`config.mk`:
```
export PLATFORM = sky130hd
export DESIGN_NAME = bp_fe_lce_cmd_flat
export DESIGN_NICKNAME = d
export VERILOG_FILES = /design/src/rtl/bp_fe_lce_cmd_if.sv /design/src/rtl/bp_fe_lce_cmd.sv /design/src/flat_wrapper.sv
export SDC_FILE = /design/constraint.sdc
export NUM_CORES = 1
export LEC_CHECK = 0
export ABC_AREA = 0
export CORE_AREA = 2 2 437 439
export DETAILED_ROUTE_END_ITERATION = 8
export DIE_AREA = 0 0 439 441
export SYNTH_ARGS = -nofsm -noshare
export SYNTH_HDL_FRONTEND = slang
export SYNTH_SLANG_ARGS = --single-unit
```
`constraint.sdc`:
```
create_clock -name clk_i -period 1.9 [get_ports clk_i]
set_input_delay 0.285 -clock clk_i [delete_from_list [all_inputs] [get_ports clk_i]]
set_output_delay 0.285 -clock clk_i [all_outputs]
set_load 0.01 [all_outputs]
```
`src/rtl/bp_fe_lce_cmd_if.sv`:
```
// Bus bundle between the I-cache LCE command handler and its environment:
// CCE command channel, tag/data memory ports, response and transfer channels,
// plus the pulses that feed the downstream miss-request FSM.
interface bp_fe_lce_cmd_if #(
  parameter int lce_addr_width_p      = 22,
  parameter int lce_sets_p            = 64,
  parameter int ways_p                = 8,
  parameter int num_cce_p             = 1,
  parameter int num_lce_p             = 2,
  parameter int block_size_in_bytes_p = 64
) ();
  localparam int lg_sets_lp     = $clog2(lce_sets_p);
  localparam int lg_ways_lp     = $clog2(ways_p);
  localparam int lg_cce_lp      = (num_cce_p == 1) ? 1 : $clog2(num_cce_p);
  localparam int lg_lce_lp      = (num_lce_p == 1) ? 1 : $clog2(num_lce_p);
  localparam int lg_blk_lp      = $clog2(block_size_in_bytes_p);
  localparam int block_width_lp = 8 * block_size_in_bytes_p;
  localparam int tag_width_lp   = lce_addr_width_p - lg_sets_lp - lg_blk_lp;

  logic                        lce_ready;

  logic                        lce_cmd_v;
  logic                        lce_cmd_yumi;
  logic [lg_cce_lp-1:0]        lce_cmd_src;
  logic [2:0]                  lce_cmd_type;
  logic [lce_addr_width_p-1:0] lce_cmd_addr;
  logic [lg_ways_lp-1:0]       lce_cmd_way;
  logic [lg_lce_lp-1:0]        lce_cmd_tgt;
  logic [lg_ways_lp-1:0]       lce_cmd_tgt_way;

  logic                        tag_mem_v;
  logic [1:0]                  tag_mem_op;
  logic [lg_sets_lp-1:0]       tag_mem_set;
  logic [lg_ways_lp-1:0]       tag_mem_way;
  logic [tag_width_lp-1:0]     tag_mem_tag;

  logic                        data_mem_rd_v;
  logic [lg_sets_lp-1:0]       data_mem_set;
  logic [lg_ways_lp-1:0]       data_mem_way;
  logic [block_width_lp-1:0]   data_mem_data;

  logic                        lce_resp_v;
  logic [1:0]                  lce_resp_type;
  logic [lg_cce_lp-1:0]        lce_resp_dst;
  logic [lce_addr_width_p-1:0] lce_resp_addr;
  logic                        lce_resp_yumi;

  logic                        lce_tr_v;
  logic [lg_lce_lp-1:0]        lce_tr_dst;
  logic [lg_ways_lp-1:0]       lce_tr_way;
  logic [block_width_lp-1:0]   lce_tr_data;
  logic                        lce_tr_ready;

  logic                        tr_received;
  logic                        tag_set;
  logic                        tag_set_wakeup;

  // Environment side: issues commands, hosts the memories, sinks responses.
  modport master (
    input  lce_ready, lce_cmd_yumi,
           tag_mem_v, tag_mem_op, tag_mem_set, tag_mem_way, tag_mem_tag,
           data_mem_rd_v, data_mem_set, data_mem_way,
           lce_resp_v, lce_resp_type, lce_resp_dst, lce_resp_addr,
           lce_tr_v, lce_tr_dst, lce_tr_way, lce_tr_data,
           tr_received, tag_set, tag_set_wakeup,
    output lce_cmd_v, lce_cmd_src, lce_cmd_type, lce_cmd_addr, lce_cmd_way,
           lce_cmd_tgt, lce_cmd_tgt_way, data_mem_data, lce_resp_yumi, lce_tr_ready
  );

  // LCE command handler side.
  modport slave (
    output lce_ready, lce_cmd_yumi,
           tag_mem_v, tag_mem_op, tag_mem_set, tag_mem_way, tag_mem_tag,
           data_mem_rd_v, data_mem_set, data_mem_way,
           lce_resp_v, lce_resp_type, lce_resp_dst, lce_resp_addr,
           lce_tr_v, lce_tr_dst, lce_tr_way, lce_tr_data,
           tr_received, tag_set, tag_set_wakeup,
    input  lce_cmd_v, lce_cmd_src, lce_cmd_type, lce_cmd_addr, lce_cmd_way,
           lce_cmd_tgt, lce_cmd_tgt_way, data_mem_data, lce_resp_yumi, lce_tr_ready
  );
endinterface

```
`src/rtl/bp_fe_lce_cmd.sv`:
```
// Front-end I-cache LCE command handler. Sweeps the tag memory clear after
// reset, then applies CCE tag/state commands, returns sync/inv/wb responses
// and forwards blocks read from the data memory on transfer commands.
module bp_fe_lce_cmd #(
  parameter int lce_addr_width_p      = 22,
  parameter int lce_sets_p            = 64,
  parameter int ways_p                = 8,
  parameter int num_cce_p             = 1,
  parameter int num_lce_p             = 2,
  parameter int block_size_in_bytes_p = 64,
  localparam int lg_lce_lp = (num_lce_p == 1) ? 1 : $clog2(num_lce_p)
) (
  input  logic                 clk_i,
  input  logic                 reset_i,
  input  logic [lg_lce_lp-1:0] id_i,
  bp_fe_lce_cmd_if.slave       bus
);
  localparam int lg_sets_lp     = $clog2(lce_sets_p);
  localparam int lg_ways_lp     = $clog2(ways_p);
  localparam int lg_cce_lp      = (num_cce_p == 1) ? 1 : $clog2(num_cce_p);
  localparam int lg_blk_lp      = $clog2(block_size_in_bytes_p);
  localparam int block_width_lp = 8 * block_size_in_bytes_p;
  localparam int tag_width_lp   = lce_addr_width_p - lg_sets_lp - lg_blk_lp;
  localparam int sync_w_lp      = $clog2(num_cce_p + 1);

  localparam logic [sync_w_lp-1:0]  sync_max_lp = sync_w_lp'(num_cce_p);
  localparam logic [lg_sets_lp-1:0] last_set_lp = lg_sets_lp'(lce_sets_p - 1);

  typedef enum logic [2:0] {
    S_CLEAR, S_READY, S_SEND_RESP, S_TR_READ, S_TR_SEND
  } state_e;

  typedef enum logic [2:0] {
    CMD_SYNC           = 3'd0,
    CMD_SET_CLEAR      = 3'd1,
    CMD_TRANSFER       = 3'd2,
    CMD_WRITEBACK      = 3'd3,
    CMD_SET_TAG        = 3'd4,
    CMD_SET_TAG_WAKEUP = 3'd5,
    CMD_INVALIDATE     = 3'd6
  } cmd_e;

  typedef enum logic [1:0] {
    TAG_OP_CLEAR_SET = 2'd0,
    TAG_OP_SET_TAG   = 2'd1,
    TAG_OP_INVAL_WAY = 2'd2
  } tag_op_e;

  typedef enum logic [1:0] {
    RESP_SYNC_ACK = 2'd0,
    RESP_INV_ACK  = 2'd1,
    RESP_WB_NULL  = 2'd2
  } resp_e;

  state_e                      state, state_n;
  resp_e                       resp_type_r, resp_type_n;
  logic [lg_sets_lp-1:0]       clr_cnt;
  logic [sync_w_lp-1:0]        sync_cnt;
  logic [lce_addr_width_p-1:0] addr_r;
  logic [lg_cce_lp-1:0]        src_r;
  logic [lg_lce_lp-1:0]        tgt_r;
  logic [lg_ways_lp-1:0]       tgt_way_r;
  logic [block_width_lp-1:0]   tr_data_r;

  logic [lg_sets_lp-1:0]   cmd_set;
  logic [tag_width_lp-1:0] cmd_tag;

  assign cmd_set = bus.lce_cmd_addr[lg_blk_lp +: lg_sets_lp];
  assign cmd_tag = bus.lce_cmd_addr[lce_addr_width_p-1 -: tag_width_lp];

  assign bus.tr_received   = 1'b0;
  assign bus.lce_ready     = (state != S_CLEAR) && (sync_cnt == sync_max_lp);
  assign bus.lce_resp_type = resp_type_r;
  assign bus.lce_resp_dst  = src_r;
  assign bus.lce_resp_addr = addr_r;
  assign bus.lce_tr_dst    = tgt_r;
  assign bus.lce_tr_way    = tgt_way_r;
  assign bus.lce_tr_data   = tr_data_r;

  // Next-state decode and all per-cycle strobes; READY-state outputs are
  // combinational on the command so tag writes and pulses land in the yumi cycle.
  always_comb begin
    state_n            = state;
    resp_type_n        = resp_type_r;
    bus.lce_cmd_yumi   = 1'b0;
    bus.tag_mem_v      = 1'b0;
    bus.tag_mem_op     = TAG_OP_CLEAR_SET;
    bus.tag_mem_set    = '0;
    bus.tag_mem_way    = '0;
    bus.tag_mem_tag    = '0;
    bus.data_mem_rd_v  = 1'b0;
    bus.data_mem_set   = '0;
    bus.data_mem_way   = '0;
    bus.lce_resp_v     = 1'b0;
    bus.lce_tr_v       = 1'b0;
    bus.tag_set        = 1'b0;
    bus.tag_set_wakeup = 1'b0;

    unique case (state)
      S_CLEAR: begin
        // Gated by reset so nothing is written while reset is held.
        if (!reset_i) begin
          bus.tag_mem_v   = 1'b1;
          bus.tag_mem_set = clr_cnt;
          if (clr_cnt == last_set_lp) state_n = S_READY;
        end
      end

      S_READY: begin
        if (bus.lce_cmd_v) begin
          bus.lce_cmd_yumi = 1'b1;
          bus.tag_mem_set  = cmd_set;
          bus.tag_mem_way  = bus.lce_cmd_way;
          bus.tag_mem_tag  = cmd_tag;
          case (bus.lce_cmd_type)
            CMD_SET_CLEAR: begin
              bus.tag_mem_v = 1'b1;
            end
            CMD_SET_TAG: begin
              bus.tag_mem_v  = 1'b1;
              bus.tag_mem_op = TAG_OP_SET_TAG;
              bus.tag_set    = 1'b1;
            end
            CMD_SET_TAG_WAKEUP: begin
              bus.tag_mem_v      = 1'b1;
              bus.tag_mem_op     = TAG_OP_SET_TAG;
              bus.tag_set_wakeup = 1'b1;
            end
            CMD_INVALIDATE: begin
              bus.tag_mem_v  = 1'b1;
              bus.tag_mem_op = TAG_OP_INVAL_WAY;
              resp_type_n    = RESP_INV_ACK;
              state_n        = S_SEND_RESP;
            end
            CMD_SYNC: begin
              resp_type_n = RESP_SYNC_ACK;
              state_n     = S_SEND_RESP;
            end
            CMD_WRITEBACK: begin
              // The I-cache never holds dirty data.
              resp_type_n = RESP_WB_NULL;
              state_n     = S_SEND_RESP;
            end
            CMD_TRANSFER: begin
              bus.data_mem_rd_v = 1'b1;
              bus.data_mem_set  = cmd_set;
              bus.data_mem_way  = bus.lce_cmd_way;
              state_n           = S_TR_READ;
            end
            default: ;
          endcase
        end
      end

      S_SEND_RESP: begin
        bus.lce_resp_v = 1'b1;
        if (bus.lce_resp_yumi) state_n = S_READY;
      end

      // Data memory answers one cycle after the strobe; capture before offering.
      S_TR_READ: begin
        state_n = S_TR_SEND;
      end

      S_TR_SEND: begin
        bus.lce_tr_v = 1'b1;
        if (bus.lce_tr_ready) state_n = S_READY;
      end

      default: state_n = S_CLEAR;
    endcase
  end

  // State, sweep/sync counters and the command fields held for response/transfer.
  always_ff @(posedge clk_i) begin
    if (reset_i) begin
      state       <= S_CLEAR;
      resp_type_r <= RESP_SYNC_ACK;
      clr_cnt     <= '0;
      sync_cnt    <= '0;
      addr_r      <= '0;
      src_r       <= '0;
      tgt_r       <= '0;
      tgt_way_r   <= '0;
      tr_data_r   <= '0;
    end else begin
      state       <= state_n;
      resp_type_r <= resp_type_n;
      if (state == S_CLEAR) clr_cnt <= clr_cnt + 1'b1;
      if (state == S_SEND_RESP && bus.lce_resp_yumi
          && resp_type_r == RESP_SYNC_ACK && sync_cnt != sync_max_lp)
        sync_cnt <= sync_cnt + 1'b1;
      if (bus.lce_cmd_yumi) begin
        addr_r    <= bus.lce_cmd_addr;
        src_r     <= bus.lce_cmd_src;
        tgt_r     <= bus.lce_cmd_tgt;
        tgt_way_r <= bus.lce_cmd_tgt_way;
      end
      if (state == S_TR_READ) tr_data_r <= bus.data_mem_data;
    end
  end

  // A CCE never asks an LCE to forward a block to itself.
  always_ff @(posedge clk_i) begin
    if (!reset_i && bus.lce_cmd_yumi && bus.lce_cmd_type == CMD_TRANSFER)
      assert (bus.lce_cmd_tgt != id_i);
  end
endmodule

```
`src/flat_wrapper.sv`:
```
// flat-port wrapper written by rule: the top's interface ports become plain ports
module bp_fe_lce_cmd_flat 
#(
  parameter int lce_addr_width_p      = 22,
  parameter int lce_sets_p            = 64,
  parameter int ways_p                = 8,
  parameter int num_cce_p             = 1,
  parameter int num_lce_p             = 2,
  parameter int block_size_in_bytes_p = 64,
  localparam int lg_lce_lp = (num_lce_p == 1) ? 1 : $clog2(num_lce_p)
)
  (clk_i, reset_i, id_i, bus_lce_ready, bus_lce_cmd_yumi, bus_tag_mem_v, bus_tag_mem_op, bus_tag_mem_set, bus_tag_mem_way, bus_tag_mem_tag, bus_data_mem_rd_v, bus_data_mem_set, bus_data_mem_way, bus_lce_resp_v, bus_lce_resp_type, bus_lce_resp_dst, bus_lce_resp_addr, bus_lce_tr_v, bus_lce_tr_dst, bus_lce_tr_way, bus_lce_tr_data, bus_tr_received, bus_tag_set, bus_tag_set_wakeup, bus_lce_cmd_v, bus_lce_cmd_src, bus_lce_cmd_type, bus_lce_cmd_addr, bus_lce_cmd_way, bus_lce_cmd_tgt, bus_lce_cmd_tgt_way, bus_data_mem_data, bus_lce_resp_yumi, bus_lce_tr_ready);
  bp_fe_lce_cmd_if #(.lce_addr_width_p(lce_addr_width_p), .lce_sets_p(lce_sets_p), .ways_p(ways_p), .num_cce_p(num_cce_p), .num_lce_p(num_lce_p), .block_size_in_bytes_p(block_size_in_bytes_p)) bus_i ();
  input  logic clk_i;
  input  logic reset_i;
  input  logic [lg_lce_lp-1:0] id_i;
  output wire logic [$bits(bus_i.lce_ready)-1:0] bus_lce_ready;
  output wire logic [$bits(bus_i.lce_cmd_yumi)-1:0] bus_lce_cmd_yumi;
  output wire logic [$bits(bus_i.tag_mem_v)-1:0] bus_tag_mem_v;
  output wire logic [$bits(bus_i.tag_mem_op)-1:0] bus_tag_mem_op;
  output wire logic [$bits(bus_i.tag_mem_set)-1:0] bus_tag_mem_set;
  output wire logic [$bits(bus_i.tag_mem_way)-1:0] bus_tag_mem_way;
  output wire logic [$bits(bus_i.tag_mem_tag)-1:0] bus_tag_mem_tag;
  output wire logic [$bits(bus_i.data_mem_rd_v)-1:0] bus_data_mem_rd_v;
  output wire logic [$bits(bus_i.data_mem_set)-1:0] bus_data_mem_set;
  output wire logic [$bits(bus_i.data_mem_way)-1:0] bus_data_mem_way;
  output wire logic [$bits(bus_i.lce_resp_v)-1:0] bus_lce_resp_v;
  output wire logic [$bits(bus_i.lce_resp_type)-1:0] bus_lce_resp_type;
  output wire logic [$bits(bus_i.lce_resp_dst)-1:0] bus_lce_resp_dst;
  output wire logic [$bits(bus_i.lce_resp_addr)-1:0] bus_lce_resp_addr;
  output wire logic [$bits(bus_i.lce_tr_v)-1:0] bus_lce_tr_v;
  output wire logic [$bits(bus_i.lce_tr_dst)-1:0] bus_lce_tr_dst;
  output wire logic [$bits(bus_i.lce_tr_way)-1:0] bus_lce_tr_way;
  output wire logic [$bits(bus_i.lce_tr_data)-1:0] bus_lce_tr_data;
  output wire logic [$bits(bus_i.tr_received)-1:0] bus_tr_received;
  output wire logic [$bits(bus_i.tag_set)-1:0] bus_tag_set;
  output wire logic [$bits(bus_i.tag_set_wakeup)-1:0] bus_tag_set_wakeup;
  input wire logic [$bits(bus_i.lce_cmd_v)-1:0] bus_lce_cmd_v;
  input wire logic [$bits(bus_i.lce_cmd_src)-1:0] bus_lce_cmd_src;
  input wire logic [$bits(bus_i.lce_cmd_type)-1:0] bus_lce_cmd_type;
  input wire logic [$bits(bus_i.lce_cmd_addr)-1:0] bus_lce_cmd_addr;
  input wire logic [$bits(bus_i.lce_cmd_way)-1:0] bus_lce_cmd_way;
  input wire logic [$bits(bus_i.lce_cmd_tgt)-1:0] bus_lce_cmd_tgt;
  input wire logic [$bits(bus_i.lce_cmd_tgt_way)-1:0] bus_lce_cmd_tgt_way;
  input wire logic [$bits(bus_i.data_mem_data)-1:0] bus_data_mem_data;
  input wire logic [$bits(bus_i.lce_resp_yumi)-1:0] bus_lce_resp_yumi;
  input wire logic [$bits(bus_i.lce_tr_ready)-1:0] bus_lce_tr_ready;
  assign bus_lce_ready = bus_i.lce_ready;
  assign bus_lce_cmd_yumi = bus_i.lce_cmd_yumi;
  assign bus_tag_mem_v = bus_i.tag_mem_v;
  assign bus_tag_mem_op = bus_i.tag_mem_op;
  assign bus_tag_mem_set = bus_i.tag_mem_set;
  assign bus_tag_mem_way = bus_i.tag_mem_way;
  assign bus_tag_mem_tag = bus_i.tag_mem_tag;
  assign bus_data_mem_rd_v = bus_i.data_mem_rd_v;
  assign bus_data_mem_set = bus_i.data_mem_set;
  assign bus_data_mem_way = bus_i.data_mem_way;
  assign bus_lce_resp_v = bus_i.lce_resp_v;
  assign bus_lce_resp_type = bus_i.lce_resp_type;
  assign bus_lce_resp_dst = bus_i.lce_resp_dst;
  assign bus_lce_resp_addr = bus_i.lce_resp_addr;
  assign bus_lce_tr_v = bus_i.lce_tr_v;
  assign bus_lce_tr_dst = bus_i.lce_tr_dst;
  assign bus_lce_tr_way = bus_i.lce_tr_way;
  assign bus_lce_tr_data = bus_i.lce_tr_data;
  assign bus_tr_received = bus_i.tr_received;
  assign bus_tag_set = bus_i.tag_set;
  assign bus_tag_set_wakeup = bus_i.tag_set_wakeup;
  assign bus_i.lce_cmd_v = bus_lce_cmd_v;
  assign bus_i.lce_cmd_src = bus_lce_cmd_src;
  assign bus_i.lce_cmd_type = bus_lce_cmd_type;
  assign bus_i.lce_cmd_addr = bus_lce_cmd_addr;
  assign bus_i.lce_cmd_way = bus_lce_cmd_way;
  assign bus_i.lce_cmd_tgt = bus_lce_cmd_tgt;
  assign bus_i.lce_cmd_tgt_way = bus_lce_cmd_tgt_way;
  assign bus_i.data_mem_data = bus_data_mem_data;
  assign bus_i.lce_resp_yumi = bus_lce_resp_yumi;
  assign bus_i.lce_tr_ready = bus_lce_tr_ready;
  bp_fe_lce_cmd #(.lce_addr_width_p(lce_addr_width_p), .lce_sets_p(lce_sets_p), .ways_p(ways_p), .num_cce_p(num_cce_p), .num_lce_p(num_lce_p), .block_size_in_bytes_p(block_size_in_bytes_p)) u_core (.clk_i(clk_i), .reset_i(reset_i), .id_i(id_i), .bus(bus_i));
endmodule
```
After elaboration in Yosys (flattened, before gate mapping) --
Cells that the tools add are included.
Word-level totals: flip-flop bits (word level) 551, input bits 551, output and inout port bits 580, word-level logic and storage cells 82
Cells by class: add/subtract/negate cells 2, equal/unequal tests 16, muxes and demuxes 40, bitwise gates (word level) 1, reductions and logical operators 14
Operators by type and width (number):
- 6-bit two-way mux | 5
- 3-bit two-way mux | 9
- 10-bit two-way mux | 2
- 1-bit two-way mux | 16
- 3-bit case mux with 5 select lines | 1
- 3-bit by 2-bit equality test with 1-bit output (second input constant) | 4
- 3-bit equality test (second input constant) | 4
- 6-bit case mux with 2 select lines | 1
- 6-bit by 1-bit adder with 6-bit output (second input constant) | 1
- 3-bit by 1-bit equality test with 1-bit output (second input constant) | 2
- 6-bit equality test (second input constant) | 1
- 3-bit logical NOT | 2
- 2-bit inequality test (second input constant) | 3
- 2-bit case mux with 3 select lines | 1
- 3-bit case mux with 2 select lines | 1
- 3-bit nonzero test | 2
- 5-bit AND reduction | 1
- 1-bit logical AND | 4
- 2-bit two-way mux | 2
- 2-bit case mux with 2 select lines | 1
- 4-bit OR reduction | 1
- 3-bit by 2-bit inequality test with 1-bit output (second input constant) | 1
- 3-bit AND reduction | 1
- 3-bit OR reduction | 1
- other kinds (6) | 6

Depth between registers and ports, before layout --
depth after elaboration 5, mapped depth 8

Worst setup path before layout --
OpenSTA, ideal clock, no wires.
path kind register to output, from reg u_core.state[0], to out bus_tag_set, data arrival time 1501 ps, setup slack 114 ps, stages on the path, launching flop included 8, cell sequence dfxtp_1 nor2b_1 buf_4 nand3b_1 inv_2 buf_2 nand2_1 nor3_1
Between the ends: longest elaborated chain between the ends 2
Ends and longest elaborated chain:
- from (decl) | RTL line bp_fe_lce_cmd.sv:55 | state_e state, state_n;
- from (signal assigned) | RTL line bp_fe_lce_cmd.sv:187 | state <= state_n;
- 3-bit by 1-bit equality test with 1-bit output | RTL line bp_fe_lce_cmd.sv:99 | unique case (state)
- 1-bit two-way mux | RTL line bp_fe_lce_cmd.sv:99
- to (decl) | RTL line flat_wrapper.sv:36 | output wire logic [$bits(bus_i.tag_set)-1:0] bus_tag_set;
Every way passes these cells.

Worst setup path after layout --
from reg u_core.state[0], to out bus_data_mem_way[0]
Between the ends: longest elaborated chain between the ends 2
Ends and longest elaborated chain:
- 3-bit by 1-bit equality test with 1-bit output | RTL line bp_fe_lce_cmd.sv:99
- 3-bit two-way mux | RTL line bp_fe_lce_cmd.sv:99
- to (decl) | RTL line flat_wrapper.sv:26 | output wire logic [$bits(bus_i.data_mem_way)-1:0] bus_data_mem_way;
Every way passes these cells.

==> results <==
-- flip-flops by register name, summed over array words and instances (netlist names) --
name	flops
u_core.bus.lce_resp_dst	1
u_core.sync_cnt	1
u_core.bus.lce_tr_dst	1
u_core.bus.lce_tr_data	512
u_core.clr_cnt	6
u_core.state	3
u_core.bus.lce_tr_way	3
u_core.bus.lce_resp_type	2
u_core.bus.lce_resp_addr	22
-- routing by layer --
metal  vias up  part of all wire  global-route usage
met4        26             0.031             0.05482
met2       973              0.47              0.2657
met5         -            0.0025            0.009677
met3       230              0.11             0.08181
met1     10620              0.39              0.1868
li1      10310                 -                   -
-- critical path: cells and delay by family (launching register included) --
kind                   cells  cell delay (ns)
AND/OR/NAND/NOR            4             0.58
flip-flops                 1             0.34
buffers and inverters      3             0.50
-- stage by stage --
| step | total power, mW | hold slack, ns | instances |
|---|---|---|---|
| 3_5_place_dp | 13.45 | 0.4456 | 6039 |
| 2_1_floorplan | 12.03 | 0.3813 | 2465 |
| 3_3_place_gp | 13.46 | 0.4418 | 6039 |
| 5_1_grt | 28.91 | 0.08133 | 6224 |
| 6_report | 27.95 | 0.1448 | 6232 |
| 4_1_cts | 28.52 | 0.04102 | 6186 |
-- kinds of logic (layout without fill, tap and decap cells) --
group                    Yosys count  count (layout)
buffers and inverters            199            1433
AND/OR/NAND/NOR                 1152            1152
adder cells (fa/ha/maj)            2               2
flip-flops                       551             551
multiplexers                       1               1
other                              1              23
XOR/XNOR                           5               5
AO/OA/AOI/OAI                    554             554
-- power groups by stage --
stage | registers (mW) | logic (mW) | clock network [mW]
4_1_cts | 11.6 | 1.66 | 15.3
2_1_floorplan | 11.8 | 0.208 | 0
3_3_place_gp | 11.8 | 1.63 | 0
6_report | 11.6 | 1.66 | 14.7
5_1_grt | 11.6 | 1.73 | 15.6
3_5_place_dp | 11.8 | 1.63 | 0
-- layout make-up --
| class | instances | share of cell area |
|---|---|---|
| antenna | 22 | 0.001484 |
| clock buffer | 100 | 0.05660 |
| clock inverter | 30 | 0.01042 |
| inverter | 14 | 0.002428 |
| multi-input combinational | 1715 | 0.2054 |
| sequential | 551 | 0.2990 |
| tap | 2511 | 0.08469 |
| timing repair buffer | 1289 | 0.3399 |
-- cells in the mapped netlist, drive strengths merged, types with 2 or more instances --
| cell type | n |
|---|---|
| nand2 | 1099 |
| dfxtp | 551 |
| a21oi | 543 |
| clkbuf | 109 |
| buf | 76 |
| nor2 | 22 |
| inv | 14 |
| nor2b | 5 |
| o21ai | 5 |
| and2 | 4 |
| nand3 | 4 |
| nor3 | 4 |
| xor2 | 4 |
| nand2b | 3 |
| nand3b | 3 |
| nand4 | 3 |
| a21o | 2 |
| a31oi | 2 |
| nor4 | 2 |
| o32ai | 2 |
-- cell usage in the layout (no fill, tap or decap), drive strengths merged, types with 2 or more instances in the layout --
cell type      count
clkinvlp           5
clkbuf           108
nor2b              5
nand4              3
bufinv             7
buf              218
nand2           1099
nand2b             3
clkdlybuf4s15     23
xor2               4
a31oi              2
a21oi            543
inv               18
clkdlybuf4s50    545
nand3b             3
nor2              22
nand3              4
and2               4
dfxtp            551
nor3               4
o32ai              2
clkinv            14
o21ai              5
a21o               2
diode             22
dlygate4sd2      486
dlymetal6s2s       9
nor4               2
-- what timing repair did --
| item | CTS | global route |
|---|---|---|
| hold buffers | 0 | 0 |
| pin swaps | 17 | 10 |
| setup endpoints to repair | 551 | 235 |
| buffers inserted | 18 | 21 |
| gates resized for setup | 808 | 62 |
| gates cloned | 0 | 5 |
-- worst max-delay path by stage --
stage,cells past startpoint,to,slack (ns)
after floorplan,7,bus_tag_set,0.11
after global placement,6,bus_data_mem_set[2],-1.03
after detailed placement,5,bus_data_mem_set[2],-0.92
after CTS,7,bus_data_mem_way[1],-0.52
after global routing,7,bus_data_mem_way[1],-0.57
final,7,bus_data_mem_way[0],-0.46
==> impl_summary.txt <==
----------------------------------------------------
[Critical path]
  Library cell contributing the largest single delay on the critical path ... sky130_fd_sc_hd__dfxtp_2
  Data required time at the worst endpoint ... between 1.5 and 2 ns
  Depth of the most critical reg-to-reg path ... 9
  Cell chain of the critical path ... nor2b_4 > nand3b_1 > inv_4 > buf_12 > and2_4 > nor2b_1 > buf_2
  Kind of critical path ... reg2out
  Largest stage delay, worst path ... 0.34 ns
  Crit-path max FO ... 8
  Data arrival at the endpoint of the critical path ... about 2.1 ns
  Startpoint of the most critical setup path ... u_core.state[0]
  Critical Path Sink Type ... output pin
  Endpoint of the lowest-slack register-to-register path ... u_core.bus.lce_tr_data[160]
  Category of the worst setup path launch point ... flip-flop
  Reg-to-reg slack, setup ... roughly 0.10 ns
  Critical register-to-register path startpoint ... u_core.state[0]

[Synthesis]
  YS warnings ... 0
  Yosys top cell area share ... 0.5663
  Gate Count Post-Synth ... about 2,500
  Combinational family with the most area after synthesis ... simple AND/OR/NAND/NOR gates
  Avg Inst Size Synth ... between 7 and 8 sq um
  Library cell with the largest summed area after synthesis ... sky130_fd_sc_hd__dfxtp_1
  Post-synthesis mux area share ... 0.0005139
  Unique masters post-synth ... 34
  Synth Register Bits ... 551
  Number of flops mapped to enable cells by yosys ... 0
  Main synth FF type ... sky130_fd_sc_hd__dfxtp_1
  Share of synthesized flip-flops with an asynchronous set or reset ... 0
  Adder-cell area share of the yosys netlist ... 0.001156
  Compound-cell area share of the yosys netlist ... 0.1431
  Simple-Gate Fraction of Synth Area ... 0.2264
  Synth Area in XOR/XNOR ... 0.002248
  Post-Synthesis Cell Area ... a little under 20,000 sq um
  Post-Syn Nets ... 3,017
  Sequential fraction of the synthesis area ... 0.5663
  Area contributors post-synth ... sky130_fd_sc_hd__dfxtp_1 57%, sky130_fd_sc_hd__nand2_1 21%, sky130_fd_sc_hd__a21oi_1 14%

[Clock tree]
  Clock Latency Late Sink ... slightly below 0.7 ns
  CTS buffer count ... 73
  Total clock sinks ... 551
  Clock slew at reported path FFs ... roughly 0.06 ns
  Htree depth ... 3
  Max Root-Sink Buffers ... 3
  CTS root buffer ... sky130_fd_sc_hd__clkbuf_16
  TritonCTS clock tree ... yes

[Hold path]
  Hold Path Origin ... bus_data_mem_data[143]
  Min-Delay Path Class ... in2reg
  Destination of the worst hold path ... u_core.bus.lce_tr_data[143]
  Worst hold path depth ... 3

[Finish]
  Net total in the final layout ... 4,196
  Synth-to-Final Area Change ... 90.44%
  Fraction of layout cells with a size suffix above 1 ... 0.1208
  Layout Utilization ... 0.1961
  Post-Layout Inst Area ... about 37,000 sq um
  Footprint of the multi-input gates ... 7620 sq um
  Register area ... 11,090 sq um
  # fillers ... approximately 21,000

[Timing]
  Final Hold Vio Count ... 0
  Number of slew-limit violations in the final report ... 0
  Actual transition at the worst max-transition pin ... 0.8942 ns
  Minimum period implied by the final worst setup slack ... about 2.4 ns
  Setup TNS Final ... -12.39 ns
  Highest clock frequency the design can meet ... 423.0 MHz
  Minimum setup slack in the final design ... -0.4641 ns
  Fin crit share ... 1.244
  Worst Clk Skew ... a little over 0.04 ns
  Unrepaired setup endpoints after global routing ... true
  Relative max-transition margin ... 0.4039
  Final setup violation count ... 37

[Pwr]
  Static leakage ... 14.94 nW
  Sequential Power Share ... 0.414
  Power per cell area ... roughly 750 nW/um^2
  Part of the total power dissipated in the clock network ... 0.527
  P_sw ... 6.619 mW
  Internal cell power ... 21.33 mW
  Share of total power in combinational logic ... 0.059
  VDD IR max ... 0.0007940 V
  Switching power share of the total ... 0.2369

[Die]
  Height of the die ... between 400 and 500 um
  Standard cell core area ... 189,200 sq um
  Number of rows in the core area ... 160
  Initial core utilization ... 0.1030
  Top-level port count ... 1,131
  DIE AREA ... slightly below 200,000 sq um
  Chip width ... about 440 um

[Placement]
  HPWL after detailed placement ... 141.6 mm
  Post-placement worst setup slack ... -0.9212 ns
  Post-Place Cell Area ... 34,140 sq um
  Routability congestion estimate ... around 1
  Port Buffer Count ... 1,128

[Outcome]
  Status ... finished, violations left
  Violated checks ... negative setup slack

[GRT]
  First-pass GRT wire length ... between 200 and 250 mm
  Global route total overflow ... 0
  Vias in the first global route ... 21,040
  Number of antenna violations at the first check in global routing ... 78
  GRT Overall Usage ... 0.1645
  Maximum number of pins on one net before global-route repair ... ~150

[Route]
  1st-pass router iterations ... 5
  1st-iter DRT viols ... roughly 1,700
  Post-detailed-route DRC marker count ... 0
  Routed wirelength normalized by instance count ... 27.05 um
  Via density ... roughly 3.6
  WL final ... roughly 170 mm
  Residual antenna-violating net count after detailed routing ... 0
  Overall via count from detail_route ... approximately 22,000

[Run]
  Number of violations of the max-capacitance limit ... 0

----------------------------------------------------
No activity file was read; power rests on OpenSTA's default activity.
